==> config.mk <==
export PLATFORM = sky130hd
export DESIGN_NAME = hfpu_mul_arb
export DESIGN_NICKNAME = d
export VERILOG_FILES = /design/src/rtl/hfpu_mul_arb.sv
export SDC_FILE = /design/constraint.sdc
export NUM_CORES = 1
export LEC_CHECK = 0
export ABC_AREA = 0
export CAP_MARGIN = 20
export CORE_MARGIN = 2
export CORE_UTILIZATION = 41
export CTS_CLUSTER_SIZE = 12
export DETAILED_ROUTE_END_ITERATION = 10
export GPL_ROUTABILITY_DRIVEN = 0
export PLACE_DENSITY_LB_ADDON = 0.15
export SLEW_MARGIN = 30
export SYNTH_ARGS = -nofsm -noshare
export SYNTH_HDL_FRONTEND = slang
export SYNTH_SLANG_ARGS = --single-unit
==> constraint.sdc <==
create_clock -name clk -period 4.1 [get_ports clk]
set_clock_uncertainty 0.2 [all_clocks]
set_input_delay 1.23 -clock clk [delete_from_list [all_inputs] [get_ports clk]]
set_output_delay 1.23 -clock clk [all_outputs]
set_load 0.01 [all_outputs]
==> src/rtl/hfpu_mul_arb.sv <==
// Round-robin arbiter sharing one combinational 11x11 mantissa multiplier
// (hfpu_dsp11) between NREQ requesters. Operands are registered toward the
// DSP and the product is captured after MUL_LAT cycles with a one-hot tag.
module hfpu_mul_arb #(
  parameter int NREQ    = 2,
  parameter int W       = 11,
  parameter int MUL_LAT = 1
) (
  input  logic              clk,
  input  logic              rst,
  input  logic [NREQ-1:0]   req_vld,
  input  logic [NREQ*W-1:0] req_a,
  input  logic [NREQ*W-1:0] req_b,
  output logic [NREQ-1:0]   req_rdy,
  output logic [NREQ-1:0]   rsp_vld,
  output logic [2*W-1:0]    rsp_p,
  output logic [W-1:0]      mul_a,
  output logic [W-1:0]      mul_b,
  input  logic [2*W-1:0]    mul_p,
  output logic              busy
);

  // Pointer/id width covers up to 4 requesters; counter covers MUL_LAT up to 4.
  localparam int PW = 2;
  localparam int CW = 2;

  typedef enum logic {
    IDLE = 1'b0,
    MUL  = 1'b1
  } state_t;

  state_t              state_q, state_d;
  logic [PW-1:0]       ptr_q, ptr_d;
  logic [PW-1:0]       id_q, id_d;
  logic [CW-1:0]       cnt_q, cnt_d;
  logic [W-1:0]        mul_a_q, mul_a_d;
  logic [W-1:0]        mul_b_q, mul_b_d;
  logic [2*W-1:0]      rsp_p_q, rsp_p_d;
  logic [NREQ-1:0]     rsp_vld_q, rsp_vld_d;

  logic                found;
  logic [PW-1:0]       win;
  logic [NREQ-1:0]     gnt;
  logic [W-1:0]        a_sel;
  logic [W-1:0]        b_sel;

  // Round-robin pick: first valid requester at or after the pointer, IDLE only.
  always_comb begin
    found = 1'b0;
    win   = '0;
    gnt   = '0;
    a_sel = '0;
    b_sel = '0;
    if (state_q == IDLE) begin
      for (int k = 0; k < NREQ; k++) begin
        for (int i = 0; i < NREQ; i++) begin
          if (!found && req_vld[i] && (((int'(ptr_q) + k) % NREQ) == i)) begin
            found = 1'b1;
            win   = PW'(i);
          end
        end
      end
    end
    for (int i = 0; i < NREQ; i++) begin
      if (found && (win == PW'(i))) begin
        gnt[i] = 1'b1;
        a_sel  = req_a[i*W +: W];
        b_sel  = req_b[i*W +: W];
      end
    end
  end

  // Next-state: grant and latch operands in IDLE, count down and capture in MUL.
  always_comb begin
    state_d   = state_q;
    ptr_d     = ptr_q;
    id_d      = id_q;
    cnt_d     = cnt_q;
    mul_a_d   = mul_a_q;
    mul_b_d   = mul_b_q;
    rsp_p_d   = rsp_p_q;
    rsp_vld_d = '0;
    unique case (state_q)
      IDLE: begin
        if (found) begin
          mul_a_d = a_sel;
          mul_b_d = b_sel;
          id_d    = win;
          ptr_d   = (win == PW'(NREQ-1)) ? '0 : win + PW'(1);
          cnt_d   = CW'(MUL_LAT-1);
          state_d = MUL;
        end
      end
      MUL: begin
        if (cnt_q != '0) begin
          cnt_d = cnt_q - CW'(1);
        end else begin
          rsp_p_d = mul_p;
          for (int i = 0; i < NREQ; i++) begin
            rsp_vld_d[i] = (id_q == PW'(i));
          end
          state_d = IDLE;
        end
      end
      default: state_d = IDLE;
    endcase
  end

  // State register; reset drops any in-flight op and rewinds the RR pointer.
  always_ff @(posedge clk) begin
    if (rst) begin
      state_q   <= IDLE;
      ptr_q     <= '0;
      id_q      <= '0;
      cnt_q     <= '0;
      mul_a_q   <= '0;
      mul_b_q   <= '0;
      rsp_p_q   <= '0;
      rsp_vld_q <= '0;
    end else begin
      state_q   <= state_d;
      ptr_q     <= ptr_d;
      id_q      <= id_d;
      cnt_q     <= cnt_d;
      mul_a_q   <= mul_a_d;
      mul_b_q   <= mul_b_d;
      rsp_p_q   <= rsp_p_d;
      rsp_vld_q <= rsp_vld_d;
    end
  end

  assign req_rdy = gnt;
  assign rsp_vld = rsp_vld_q;
  assign rsp_p   = rsp_p_q;
  assign mul_a   = mul_a_q;
  assign mul_b   = mul_b_q;
  assign busy    = (state_q == MUL);

endmodule
Word level (Yosys, flattened, before mapping)
Index checks and enable logic that the tools add are counted.
{"block": "word_totals", "register_bits": 52, "in_bits": 70, "out_inout_bits": 49, "elab_cells": 65}
{"block": "op_classes", "n_addsub": 3, "n_eq_ne": 5, "muxes": 25, "bitwise_logic": 3, "reduce_logical": 21}
{"operator": "$logic_not A32 Y1", "count": 2}
{"operator": "$mux W11", "count": 4}
{"operator": "$mux W1", "count": 14}
{"operator": "$mux W2", "count": 5}
{"operator": "$logic_and A1 B1 Y1", "count": 9}
{"operator": "$reduce_and A2 Y1", "count": 3}
{"operator": "$eq A2 B1 Y1 const B", "count": 2}
{"operator": "$logic_not A2 Y1", "count": 2}
{"operator": "$pmux W2 S2", "count": 1}
{"operator": "$logic_not A1 Y1", "count": 3}
{"operator": "$reduce_or A3 Y1", "count": 1}
{"operator": "$add A1 B1 Y1 const B", "count": 2}
{"operator": "$eq A2 B2 Y1 const B", "count": 1}
{"operator": "$ne A2 B1 Y1 const B", "count": 1}
{"operator": "$ne A2 B2 Y1 const B", "count": 1}
{"operator": "$not A1 Y1", "count": 2}
{"operator": "$pmux W1 S2", "count": 1}
{"operator": "$reduce_bool A2 Y1", "count": 1}
{"operator": "$sub A2 B1 Y2 const B", "count": 1}
{"operator": "$and A1 B1 Y1 const A", "count": 1}

Depth between registers and ports, before layout
Gate-level depths: netlist of the first run.
{"block": "logic_depth", "ltp_word": 23, "depth_mapped": 6, "depth_no_buf": 5}

Worst setup path before layout of the first run
OpenSTA, ideal clock, no wires.
{"block": "synth_path", "path_type": "input -> output", "from": "in req_vld[0]", "to": "out req_rdy[0]", "arrival_time_ns": 1.827, "required_time_ns": 2.670, "path_slack_ns": 0.843, "stages": 4, "n_path_buf": 1, "path_cell_list": "inv_2 > o211a_4 > buf_6 > nor2_1"}
{"block": "synth_via", "elab_chain_cells": 21, "elab_cells_between_ends": 25, "classes_between": "13 x mux; 12 x reduce/logical"}
{"item": "start: declaration", "line": "11", "rtl": "input logic [NREQ-1:0] req_vld,"}
{"item": "$logic_and A1 B1 Y1", "line": "57", "rtl": "if (!found && req_vld[i] && (((int'(ptr_q) + k) % NREQ) == i)) begin"}
{"item": "$mux W1", "line": "57"}
{"item": "$mux W1", "line": "54", "rtl": "if (state_q == IDLE) begin"}
{"item": "$logic_not A1 Y1", "line": "57"}
{"item": "$logic_and A1 B1 Y1 (2 in series)", "line": "57"}
{"item": "$mux W1", "line": "57"}
{"item": "$mux W1", "line": "54"}
{"item": "$logic_not A1 Y1", "line": "57"}
{"item": "[... 3 more ...]"}
{"item": "$mux W1", "line": "54"}
{"item": "$logic_not A1 Y1", "line": "57"}
{"item": "$logic_and A1 B1 Y1 (2 in series)", "line": "57"}
{"item": "$mux W2", "line": "57"}
{"item": "$mux W2", "line": "54"}
{"item": "$logic_not A2 Y1", "line": "65", "rtl": "if (found && (win == PW'(i))) begin"}
{"item": "$logic_and A1 B1 Y1 (*)", "line": "65"}
{"item": "$mux W1 (*)", "line": "65"}
{"item": "end: declaration", "line": "14", "rtl": "output logic [NREQ-1:0] req_rdy,"}
Mark *: on every way between the ends. The rest lies on a longest branch, timed or not. The select of a mux whose other input is x is not followed.

Final worst setup path of the first run
{"block": "layout_path", "from": "in req_vld[1]", "to": "out req_rdy[1]"}
{"block": "layout_via", "elab_chain_cells": 17, "elab_cells_between_ends": 21, "classes_between": "1 x eq/ne; 11 x mux; 9 x reduce/logical"}
{"item": "$logic_and A1 B1 Y1 (2 in series)", "line": "57"}
{"item": "$mux W1", "line": "57"}
{"item": "$mux W1", "line": "54"}
{"item": "$logic_not A1 Y1", "line": "57"}
{"item": "$logic_and A1 B1 Y1 (2 in series)", "line": "57"}
{"item": "$mux W1", "line": "57"}
{"item": "$mux W1", "line": "54"}
{"item": "$logic_not A1 Y1", "line": "57"}
{"item": "$logic_and A1 B1 Y1 (2 in series)", "line": "57"}
{"item": "$mux W2", "line": "57"}
{"item": "$mux W2", "line": "54"}
{"item": "$eq A2 B1 Y1", "line": "65"}
{"item": "$logic_and A1 B1 Y1 (*)", "line": "65"}
{"item": "$mux W1 (*)", "line": "65"}
Marks and branches as above.

==> results of run 1 <==
path summary, 6_finish.rpt:
check                           depth (start not counted)       start          to  slack (ns)
worst min-delay path                                    1     id_q[0]  rsp_vld[0]        0.24
worst max register to register                          4        busy    rsp_p[7]        2.08
worst max-delay path                                    3  req_vld[1]  req_rdy[1]        0.05
worst min register to register                          1     id_q[0]  rsp_vld[0]        0.24
kinds of logic (layout without fill, tap and decap cells):
logic type / count (synthesis) / count (layout)
flip-flops: 51 / 51
adder cells (fa/ha/maj): 1 / 1
AO/OA/AOI/OAI: 73 / 73
buffers and inverters: 49 / 159
AND/OR/NAND/NOR: 79 / 79
where the power goes:
| part | switching (mW) | internal (mW) |
|---|---|---|
| Clock | 0.165 | 0.138 |
| Sequential | 0.0194 | 0.534 |
| Combinational | 0.121 | 0.161 |
| Total | 0.305 | 0.833 |
per-stage QoR:
| stage | instance area [sq um] | worst slack [ns] | util | hold slack (ns) |
|---|---|---|---|---|
| 6_report | 3457 | 0.04621 | 0.6769 | 0.2406 |
| 5_1_grt | 3457 | 0.02691 | 0.6769 | 0.2815 |
| 4_1_cts | 3452 | 0.01326 | 0.6759 | 0.2479 |
| 3_5_place_dp | 3353 | 0.02658 | 0.6565 | 0.2364 |
| 3_3_place_gp | 3353 | 0.04665 | 0.6565 | 0.2308 |
| 2_1_floorplan | 2163 | 0.8431 | - | 0.2074 |
area by class of cell:
class	count	area, sq um	share of cell area
Clock buffer	6	82.58	0.02389
Clock inverter	2	16.27	0.004705
Inverter	26	97.59	0.02823
Multi-Input combinational cell	153	918.4	0.2657
Sequential cell	51	1021	0.2953
Tap cell	70	87.58	0.02533
Timing Repair Buffer	125	1234	0.3569
worst max-delay path, cell delays in order:
cell and delay (ns):
clkdlybuf4s50_1 0.64, o211a_4 0.22, clkdlybuf4s50_1 0.53
state kept, by name (all words and copies together) (netlist names):
signal / cells
busy: 1
cnt_q: 2
id_q: 1
mul_a: 11
mul_b: 11
ptr_q: 1
rsp_p: 22
rsp_vld: 2
cells in the mapped netlist, drive strengths merged:
| cell type | instances |
|---|---|
| clkbuf | 13 |
| nand3 | 1 |
| buf | 10 |
| inv | 26 |
| nand2b | 2 |
| a2111oi | 44 |
| and2 | 2 |
| nor3b | 2 |
| o21ba | 2 |
| o211a | 1 |
| ha | 1 |
| a31oi | 1 |
| nor3 | 2 |
| a21oi | 24 |
| nand2 | 45 |
| nor2 | 25 |
| o21bai | 1 |
| dfxtp | 51 |
repair_timing:
action                                 4_1_cts  5_1_grt
resized for setup                            0        1
setup endpoints to repair                    0        1
endpoints found under the hold margin        0        0
routing by layer:
metal / wire length, microns / GRT usage / up-vias / part of all wire
met3: 358 / 0.05806 / 12 / 0.059
li1: - / - / 1111 / -
met4: 126 / 0.06909 / 0 / 0.021
met5: 0 / 0 / - / 0
met1: 2732 / 0.2809 / 1051 / 0.45
met2: 2826 / 0.3381 / 78 / 0.47
==> impl_metrics.yaml, run 1 <==
run_status:
  status: "finished clean"
placement:
  place_inst: 425
  dp_hpwl_mm: 4.119
  io_buffers: 118
layout:
  nets: 433
  area.growth.synth_to_final_pct: 59.80
  n_antenna_cell: 0
  drive_gt1_frac: 0.05785
  final_common_cell: "clkdlybuf4s50_1"
  mostFrequentLayoutCells: "clkdlybuf4s50_1 (116), dfxtp_1 (51), nand2_1 (45), a2111oi_0 (28)"
  nFillCells: 454
  fin_cells: 433
global_route:
  grt.overflow.total: 0
  antenna_found_initial: 0
  grt_usage: 0.2129
  grt_pass1_vias: 2127
  grt_max_degree: 52
  grt_pass1_wl_mm: 10.28
floorplan:
  chipWidth_microns: 76.64
  die-area_sq_um: 5874
  start_util: 0.4236
  io_pins: 119
  row_count: 26
  die_y_microns: 76.64
  coreArea_sq_um: 5107
logic_synthesis:
  synth-simple-area-share: 0.1469
  yosysUniqueCellTypes: 25
  synthAdderAreaFrac: 0.005784
  synth_area_leaders: "dfxtp_1 (47%), a2111oi_0 (11%), nand2_1 (7.8%)"
  avgSynthCellArea_sq_um: 8.551
  synth-xor-area-share: 0
  yosysTopAreaCell: "dfxtp_1"
  synth_mux_area_frac: 0
  ys_ff_latch: 51
  netlist_instances: 253
  yosysWarnings: 0
  synth_fp_nets: 324
  synth_area_sq_um: 2163
  synth_top_family_by_area: "compound AO/OA/AOI/OAI gates"
  synth_compound_area_frac: 0.2718
  yosys.area.top_type_share: 0.4719
  ys_seq_area_frac: 0.4719
route:
  wl_mm: 6.043
  drt_iter0_drc: 81
  routed_wire_length_per_instance_microns: 13.96
  vias: 2252
  vias_per_cell: 5.201
  ant_nets: 0
  drc: 0
  dr.pass1.iters: 4
cts:
  clock-sinks: 51
  clockRootBuffer: "clkbuf_8"
  post_cts_buffers: 0
  insertion_delay_ns: 0.30
  cts_made_buffers: 5
  cts.htree.levels: 2
  cts.path.max_buffers: 2
  cts_tree: "done"
  clk_pin_slew_ns: 0.09
  cts_hold_buf: 0
timing:
  hold_viol: 0
  worst_slew_pin_slew_ns: 0.7988
  report.final.slew_viol_count: 0
  tns_ns: 0
  rsz0062_at_grt: "no"
  setup_violations: 0
  fmax_mhz: 246.7
  fin_crit_sh: 0.9887
  layout_min_cycle_time_ns: 4.054
  relSlewSlack: 0.4662
setup_path:
  worst_ep_required_time_ns: 2.67
  start_kind: "primary input"
  cp-end-kind: "output port"
  criticalPathCategory: "in -> out"
  crit_fanout: 4
  cp.arrival_ns: 2.62
worst_hold_path:
  hold_path_class: "reg -> reg"
flow_run:
  drv_cap: 0
pwr:
  leakage_nw: 1.292
  power_mw: 1.138
  ir_worst_vdd_uv: 204.3
  cellPowerDensity_nw_per_um2: 329.2
Power figures use the tool's default switching activity.
==> run 2, diff against run 1 <==
--- a/config.mk
+++ b/config.mk
@@ -17,3 +17,4 @@
 export SYNTH_ARGS = -nofsm -noshare
 export SYNTH_HDL_FRONTEND = slang
 export SYNTH_SLANG_ARGS = --single-unit
+export TNS_END_PERCENT = 30
==> results of run 2 <==
The final DEF is identical to that of run 1; final timing and power are the same.
